`src/rtl/rf_write_sequencer_pkg.sv`:
```
// Shared widths, FSM state encoding and request record for the register-file
// write-port front end.
package rf_pkg;

  localparam int RF_ADDR_W   = 3;
  localparam int RF_DATA_W   = 4;
  localparam int RF_NUM_REGS = 8;

  typedef enum logic {
    ST_CLEAR,
    ST_RUN
  } rf_state_e;

  typedef struct packed {
    logic [RF_ADDR_W-1:0] addr;
    logic [RF_DATA_W-1:0] data;
  } rf_wr_req_t;

endpackage

```
`src/rtl/rf_write_sequencer_if.sv`:
```
// Upstream write-request handshake: the producer drives valid/addr/data and the
// sequencer answers with ready.
interface rf_write_sequencer_if #(
  parameter int ADDR_W = 3,
  parameter int DATA_W = 4
);

  logic              valid;
  logic              ready;
  logic [ADDR_W-1:0] addr;
  logic [DATA_W-1:0] data;

  modport master (output valid, output addr, output data, input ready);
  modport slave  (input valid, input addr, input data, output ready);

endinterface

```
`src/rtl/rf_write_sequencer_fifo.sv`:
```
// Request buffer between the upstream handshake and the write port.
// Storage is unreset; only the pointers and occupancy are cleared.
module rf_req_fifo
  import rf_pkg::*;
#(
  parameter int DEPTH = 4,
  localparam int PTR_W = $clog2(DEPTH),
  localparam int CNT_W = PTR_W + 1
) (
  input  logic             clk,
  input  logic             rst_n,
  input  logic             push,
  input  rf_wr_req_t       push_req,
  input  logic             pop,
  output rf_wr_req_t       head,
  output logic [CNT_W-1:0] count,
  output logic             full,
  output logic             empty
);

  rf_wr_req_t       mem_q [DEPTH];
  rf_wr_req_t       mem_d [DEPTH];
  logic [PTR_W-1:0] wr_ptr_q, wr_ptr_d;
  logic [PTR_W-1:0] rd_ptr_q, rd_ptr_d;
  logic [CNT_W-1:0] cnt_q, cnt_d;
  logic             do_push;
  logic             do_pop;

  assign full  = (cnt_q == CNT_W'(DEPTH));
  assign empty = (cnt_q == '0);
  assign count = cnt_q;
  assign head  = mem_q[rd_ptr_q];

  // DEPTH is a power of two, so plain pointer increments wrap on their own.
  always_comb begin
    do_push  = push && !full;
    do_pop   = pop && !empty;
    mem_d    = mem_q;
    wr_ptr_d = wr_ptr_q;
    rd_ptr_d = rd_ptr_q;
    cnt_d    = cnt_q;
    if (do_push) begin
      mem_d[wr_ptr_q] = push_req;
      wr_ptr_d        = wr_ptr_q + 1'b1;
    end
    if (do_pop) begin
      rd_ptr_d = rd_ptr_q + 1'b1;
    end
    if (do_push && !do_pop) begin
      cnt_d = cnt_q + 1'b1;
    end else if (do_pop && !do_push) begin
      cnt_d = cnt_q - 1'b1;
    end
  end

  always_ff @(posedge clk) begin
    if (!rst_n) begin
      wr_ptr_q <= '0;
      rd_ptr_q <= '0;
      cnt_q    <= '0;
    end else begin
      wr_ptr_q <= wr_ptr_d;
      rd_ptr_q <= rd_ptr_d;
      cnt_q    <= cnt_d;
    end
  end

  always_ff @(posedge clk) begin
    mem_q <= mem_d;
  end

endmodule

```
`src/rtl/rf_write_sequencer.sv`:
```
// Write-port sequencer: clears every register after reset, then drains buffered
// requests into the register file at one write per cycle.
module rf_write_sequencer
  import rf_pkg::*;
#(
  parameter int                ADDR_W  = RF_ADDR_W,
  parameter int                DATA_W  = RF_DATA_W,
  parameter int                DEPTH   = 4,
  parameter logic [DATA_W-1:0] CLR_VAL = '0,
  localparam int NUM_REGS = 2 ** ADDR_W,
  localparam int CNT_W    = $clog2(DEPTH) + 1
) (
  input  logic                   clk,
  input  logic                   rst_n,
  rf_write_sequencer_if.slave    req,
  output logic [ADDR_W-1:0]      wrAddr,
  output logic [DATA_W-1:0]      wrVal,
  output logic                   wrEn,
  output logic                   init_done,
  output logic [CNT_W-1:0]       fifo_cnt
);

  rf_state_e         state_q, state_d;
  logic [ADDR_W-1:0] clr_cnt_q, clr_cnt_d;
  logic [ADDR_W-1:0] wr_addr_q, wr_addr_d;
  logic [DATA_W-1:0] wr_val_q, wr_val_d;
  logic              wr_en_q, wr_en_d;
  logic              init_done_q, init_done_d;

  rf_wr_req_t        push_req;
  rf_wr_req_t        head;
  logic              fifo_full;
  logic              fifo_empty;
  logic              push;
  logic              pop;

  // Ready depends only on registered occupancy: a full FIFO refuses even when
  // it is being popped in the same cycle.
  assign req.ready = !fifo_full && rst_n;
  assign push      = req.valid && req.ready;
  assign pop       = (state_q == ST_RUN) && !fifo_empty;
  assign push_req  = '{addr: req.addr, data: req.data};

  rf_req_fifo #(.DEPTH(DEPTH)) u_fifo (
    .clk      (clk),
    .rst_n    (rst_n),
    .push     (push),
    .push_req (push_req),
    .pop      (pop),
    .head     (head),
    .count    (fifo_cnt),
    .full     (fifo_full),
    .empty    (fifo_empty)
  );

  always_comb begin
    state_d     = state_q;
    clr_cnt_d   = clr_cnt_q;
    wr_addr_d   = wr_addr_q;
    wr_val_d    = wr_val_q;
    wr_en_d     = 1'b0;
    init_done_d = init_done_q;
    unique case (state_q)
      ST_CLEAR: begin
        wr_en_d   = 1'b1;
        wr_addr_d = clr_cnt_q;
        wr_val_d  = CLR_VAL;
        clr_cnt_d = clr_cnt_q + 1'b1;
        if (clr_cnt_q == ADDR_W'(NUM_REGS - 1)) begin
          state_d     = ST_RUN;
          init_done_d = 1'b1;
        end
      end
      ST_RUN: begin
        if (pop) begin
          wr_en_d   = 1'b1;
          wr_addr_d = head.addr;
          wr_val_d  = head.data;
        end
      end
      default: state_d = ST_CLEAR;
    endcase
  end

  always_ff @(posedge clk) begin
    if (!rst_n) begin
      state_q     <= ST_CLEAR;
      clr_cnt_q   <= '0;
      wr_addr_q   <= '0;
      wr_val_q    <= '0;
      wr_en_q     <= 1'b0;
      init_done_q <= 1'b0;
    end else begin
      state_q     <= state_d;
      clr_cnt_q   <= clr_cnt_d;
      wr_addr_q   <= wr_addr_d;
      wr_val_q    <= wr_val_d;
      wr_en_q     <= wr_en_d;
      init_done_q <= init_done_d;
    end
  end

  assign wrAddr    = wr_addr_q;
  assign wrVal     = wr_val_q;
  assign wrEn      = wr_en_q;
  assign init_done = init_done_q;

endmodule

```
`src/flat_wrapper.sv`:
```
// flat-port wrapper written by rule: the top's interface ports become plain ports
module rf_write_sequencer_flat import rf_pkg::*;
#(
  parameter int                ADDR_W  = RF_ADDR_W,
  parameter int                DATA_W  = RF_DATA_W,
  parameter int                DEPTH   = 4,
  parameter logic [DATA_W-1:0] CLR_VAL = '0,
  localparam int NUM_REGS = 2 ** ADDR_W,
  localparam int CNT_W    = $clog2(DEPTH) + 1
)
  (clk, rst_n, wrAddr, wrVal, wrEn, init_done, fifo_cnt, req_valid, req_addr, req_data, req_ready);
  rf_write_sequencer_if #(.ADDR_W(ADDR_W), .DATA_W(DATA_W)) req_i ();
  input  logic clk;
  input  logic rst_n;
  output logic [ADDR_W-1:0] wrAddr;
  output logic [DATA_W-1:0] wrVal;
  output logic wrEn;
  output logic init_done;
  output logic [CNT_W-1:0] fifo_cnt;
  input wire logic [$bits(req_i.valid)-1:0] req_valid;
  input wire logic [$bits(req_i.addr)-1:0] req_addr;
  input wire logic [$bits(req_i.data)-1:0] req_data;
  output wire logic [$bits(req_i.ready)-1:0] req_ready;
  assign req_i.valid = req_valid;
  assign req_i.addr = req_addr;
  assign req_i.data = req_data;
  assign req_ready = req_i.ready;
  rf_write_sequencer #(.ADDR_W(ADDR_W), .DATA_W(DATA_W), .DEPTH(DEPTH), .CLR_VAL(CLR_VAL)) u_core (.clk(clk), .rst_n(rst_n), .req(req_i), .wrAddr(wrAddr), .wrVal(wrVal), .wrEn(wrEn), .init_done(init_done), .fifo_cnt(fifo_cnt));
endmodule
```
`config.mk`:
```
export PLATFORM = sky130hd
export DESIGN_NAME = rf_write_sequencer_flat
export DESIGN_NICKNAME = d
export VERILOG_FILES = /design/src/rtl/rf_write_sequencer_pkg.sv /design/src/rtl/rf_write_sequencer_if.sv /design/src/rtl/rf_write_sequencer_fifo.sv /design/src/rtl/rf_write_sequencer.sv /design/src/flat_wrapper.sv
export SDC_FILE = /design/constraint.sdc
export NUM_CORES = 1
export LEC_CHECK = 0
export CAP_MARGIN = 20
export CORE_ASPECT_RATIO = 1.2
export CORE_MARGIN = 1
export CORE_UTILIZATION = 50
export CTS_BUF_LIST = sky130_fd_sc_hd__clkbuf_16
export DETAILED_ROUTE_END_ITERATION = 8
export DONT_BUFFER_PORTS = 1
export PLACE_DENSITY = 0.68
export SLEW_MARGIN = 5
export SYNTH_ARGS = -nofsm -noshare
export SYNTH_HDL_FRONTEND = slang
export SYNTH_HIERARCHICAL = 1
export SYNTH_SLANG_ARGS = --single-unit
```
`constraint.sdc`:
```
create_clock -name clk -period 2.01 [get_ports clk]
set_input_delay 0.201 -clock clk [delete_from_list [all_inputs] [get_ports clk]]
set_output_delay 0.201 -clock clk [all_outputs]
set_load 0.1 [all_outputs]
```
==> summary.md <==
| Metric | Value |
|---|---|
| Netlist Area Pre-Place | `0.00202 sq mm` |
| Switching share of power | `0.251` |
| Pre-antenna DRT Iters | `3` |
| Hpwl dp | `2310 microns` |
| Clk Latency, worst-skew pair | `0.28 ns` |
| Top FF cell, synth | `edfxtp_1` |
| Commonest non-fill, non-tap cell in the layout | `edfxtp_1` |
| Via count | `1081` |
| First-pass GRT wire length | `5110 microns` |
| Worst path arrival time | `2.28 ns` |
| Final min period | `2.07 ns` |
| Syn. warnings | `6` |
| Commonest non-fill, non-tap cells in the layout | `edfxtp_1 (28), buf_4 (22), dfxtp_1 (17)` |
| Hold Path Class | `in -> reg` |
| Pin count of the biggest net entering global routing | `21` |
| Post-Syn Nets | `149` |
| CP Launch Type | `flip-flop` |
| Die X | `60.1 microns` |
| VDD IR-drop max | `0.877 mV` |
| Hold path depth | `0` |
| Sequential-to-total area share from yosys stat | `0.613` |
| Setup crit end kind | `flip-flop` |
| IO buf count | `0` |
| Crit Reg-Reg Endpoint | `u_core/u_fifo/count[2]` |
| Tot GR Track Use | `0.169` |
| Core ar. | `0.00375 sq mm` |
| Period utilization | `1.03` |
| Pwr Density | `957 mW/mm^2` |
| #FFs+latches synth | `48` |
| Max Cap Viol | `0` |
| Reg-to-reg slack, setup | `-0.06 ns` |
| Number of global-route vias before repair | `1102` |
| CP Cell Sequence | `nor3b_4 > nor2b_4 > and2_4 > nor2b_4 > ha_4 > inv_2 > fa_2 > xor2_1 > or3_1 > a21boi_1` |
| Area growth syn-to-layout | `20.2%` |
| Post-Syn Instances | `131` |
| Min Hold Slack | `0.0112 ns` |
| Drt wl/cell | `15.7 microns` |
| Asr flop ratio synth | `0` |
| H-Tree Depth | `2` |
| Clock transition at path regs | `0.06 ns` |
| DRC Markers | `0` |
| LEAKAGE | `0.920 nW` |
| Final wirelength | `3270 microns` |
| Crit-path max FO | `4` |
| Power after layout | `2.33 mW` |
| Failing checks | `setup timing` |
| Slowest cell on crit path | `dfxtp_4` |
| Fmax | `482 MHz` |
| Seq pwr share | `0.477` |
| Antenna diodes | `0` |
| Routability Congestion | `0.753` |
| Fin. Hold Viols | `0` |
| Clock Skew | `0.00495 ns` |
| # rows | `24` |
| Total grt overflow | `0` |
| Hold Path End | `u_core/u_fifo/mem_q[1]` |
| Worst slew pin tran | `0.510 ns` |
| Largest incremental delay on the critical path | `0.35 ns` |
| Hold Path Origin | `req_data[1]` |
| Cell area after layout | `0.00243 sq mm` |
| Slew Limit Fails | `0` |
| R2r worst-path depth | `10` |
| Max-slew headroom | `0.659` |
| Part of the power in the clock network | `0.375` |
| Top-Level Pins | `23` |
| Final setup violation count | `1` |
| RSZ-0062 raised after global routing | `yes` |
| NetSw | `0.583 mW` |
| Status | `complete, but fails checks` |
| Post-layout net count | `173` |
| Cell-internal power | `1.74 mW` |
| Clock sinks | `48` |
| Root Driver | `clkbuf_16` |
| Worst setup path class | `reg -> reg` |
| CTS Buf Count | `5` |
| Chip height | `71.7 microns` |
| CTS tree | `done` |
| Setup TNS | `-0.0632 ns` |
| Synth unique cells | `29` |
| Die Footprint | `0.00431 sq mm` |
| Final ANT Viol Nets | `0` |
| Post-synth EDFFs | `28` |
| CP most frequent cell | `nor2b_4` |
| Placed Area | `0.00223 sq mm` |
| Starting Density | `0.539` |
| Antenna violations before repair | `0` |
| Via-to-Cell Ratio | `5.20` |
| Worst path required time | `2.22 ns` |
| Mean post-synth cell area | `15.4 sq um` |
| Combinational power share | `0.148` |
| Layout cells sized above 1 | `0.378` |
| Worst setup margin | `-0.0632 ns` |
| DRT iter0 DRCs | `31` |
| RR Startpoint | `u_core/u_fifo/count[2]` |
| Clk buf depth | `2` |
[power by group through the flow]
| stage | sequential, mW | combinational [mW] | clock [mW] |
|---|---|---|---|
| floorplan | 1.22 | 0.185 | 0 |
| global placement | 1.13 | 0.330 | 0 |
| detailed placement | 1.13 | 0.339 | 0 |
| CTS | 1.11 | 0.344 | 0.892 |
| global route | 1.11 | 0.368 | 0.916 |
| finish | 1.11 | 0.344 | 0.872 |
[synth_stat cells, types with 2 or more instances]
cell      instances  area [sq um]
nand2_1           4          15.0
inv_1             3          11.3
mux4_2            7           158
o21ai_2           3          26.3
a21oi_2           3          26.3
buf_6             3          33.8
nor2_1            4          15.0
edfxtp_1         28           841
dfxtp_1          20           400
ha_1              7          87.6
o21a_1            2          15.0
nor2b_1           7          43.8
xnor2_1           4          35.0
a21boi_1          2          15.0
mux2i_1          12           120
and2_1            9          56.3
[layout make-up]
cell class	count	area, sq um
inverters	3	11.3
multi-input cells	73	756
clock inverters	2	11.3
repair buffers	24	185
clock buffers	6	150
flip-flops and latches	48	1250
fillers	280	1320
well taps	52	65.1
[sequential cells by signal (all words and copies together) (netlist names)]
register and flops:
u_core/u_fifo/mem_q 28, u_core/wrAddr 3, u_core/wrEn 1, u_core/init_done 1
u_core/wrVal 4, u_core/u_fifo/count 3, u_core/u_fifo/rd_ptr_q 2, u_core/clr_cnt_q 3
u_core/u_fifo/wr_ptr_q 2, u_core/state_q 1
[routing by layer]
layer / vias up / share of wire / routed length [microns] / global-route usage
met3: 4 / 0.038 / 123 / 0.0469
met4: 0 / 0.019 / 61 / 0.0775
met1: 536 / 0.40 / 1290 / 0.188
met5: - / 0 / 0 / 0
met2: 22 / 0.55 / 1790 / 0.293
li1: 519 / - / - / -
[critical path: cells and delay by family (launching register included)]
kind / cells / cell delay [ns]
AND/OR/NAND/NOR: 5 / 0.87
buffers and inverters: 1 / 0.03
AO/OA/AOI/OAI: 1 / 0.13
flip-flops: 1 / 0.35
adder cells (fa/ha/maj): 2 / 0.46
XOR/XNOR: 1 / 0.15
[kinds of logic after synthesis]
| kind of cell | after synthesis | share of synthesized area |
|---|---|---|
| adders and majority gates | 8 | 0.0532 |
| muxes | 19 | 0.137 |
| buffers and inverters | 10 | 0.0390 |
| and+or+nand+nor | 28 | 0.0816 |
| AOI/OAI and AO/OA | 13 | 0.0538 |
| xor gates and xnor gates | 5 | 0.0216 |
| DFF | 48 | 0.613 |
[through the flow]
step                instances   util  worst slack [ns]
detailed placement        197  0.594           -0.0699
global placement          197  0.594            0.0255
CTS                       206  0.642           -0.0662
global route              208  0.648            -0.166
floorplan                 131      -            -0.742
finish                    208  0.648           -0.0632
[worst max path at each step]
stage / depth (start not counted) / startpoint / slack [ns] / endpoint
floorplan: 11 / u_core/u_fifo/count[1] / -0.74 / u_core/u_fifo/count[2]
global placement: 8 / u_core/u_fifo/count[2] / 0.03 / u_core/u_fifo/count[2]
detailed placement: 8 / u_core/u_fifo/count[2] / -0.07 / u_core/u_fifo/count[2]
CTS: 10 / u_core/u_fifo/count[2] / -0.07 / u_core/u_fifo/count[2]
global route: 10 / u_core/u_fifo/count[2] / -0.17 / u_core/u_fifo/count[2]
finish: 10 / u_core/u_fifo/count[2] / -0.06 / u_core/u_fifo/count[2]
[timing repair]
| item | 4_1_cts | 5_1_grt |
|---|---|---|
| hold endpoints to repair | 0 | 5 |
| buffers inserted | 1 | 0 |
| gates resized for setup | 1 | 1 |
| setup endpoints to repair | 1 | 1 |
| hold buffers | 0 | 2 |
Note: power is estimated with default switching activity, not from simulation.
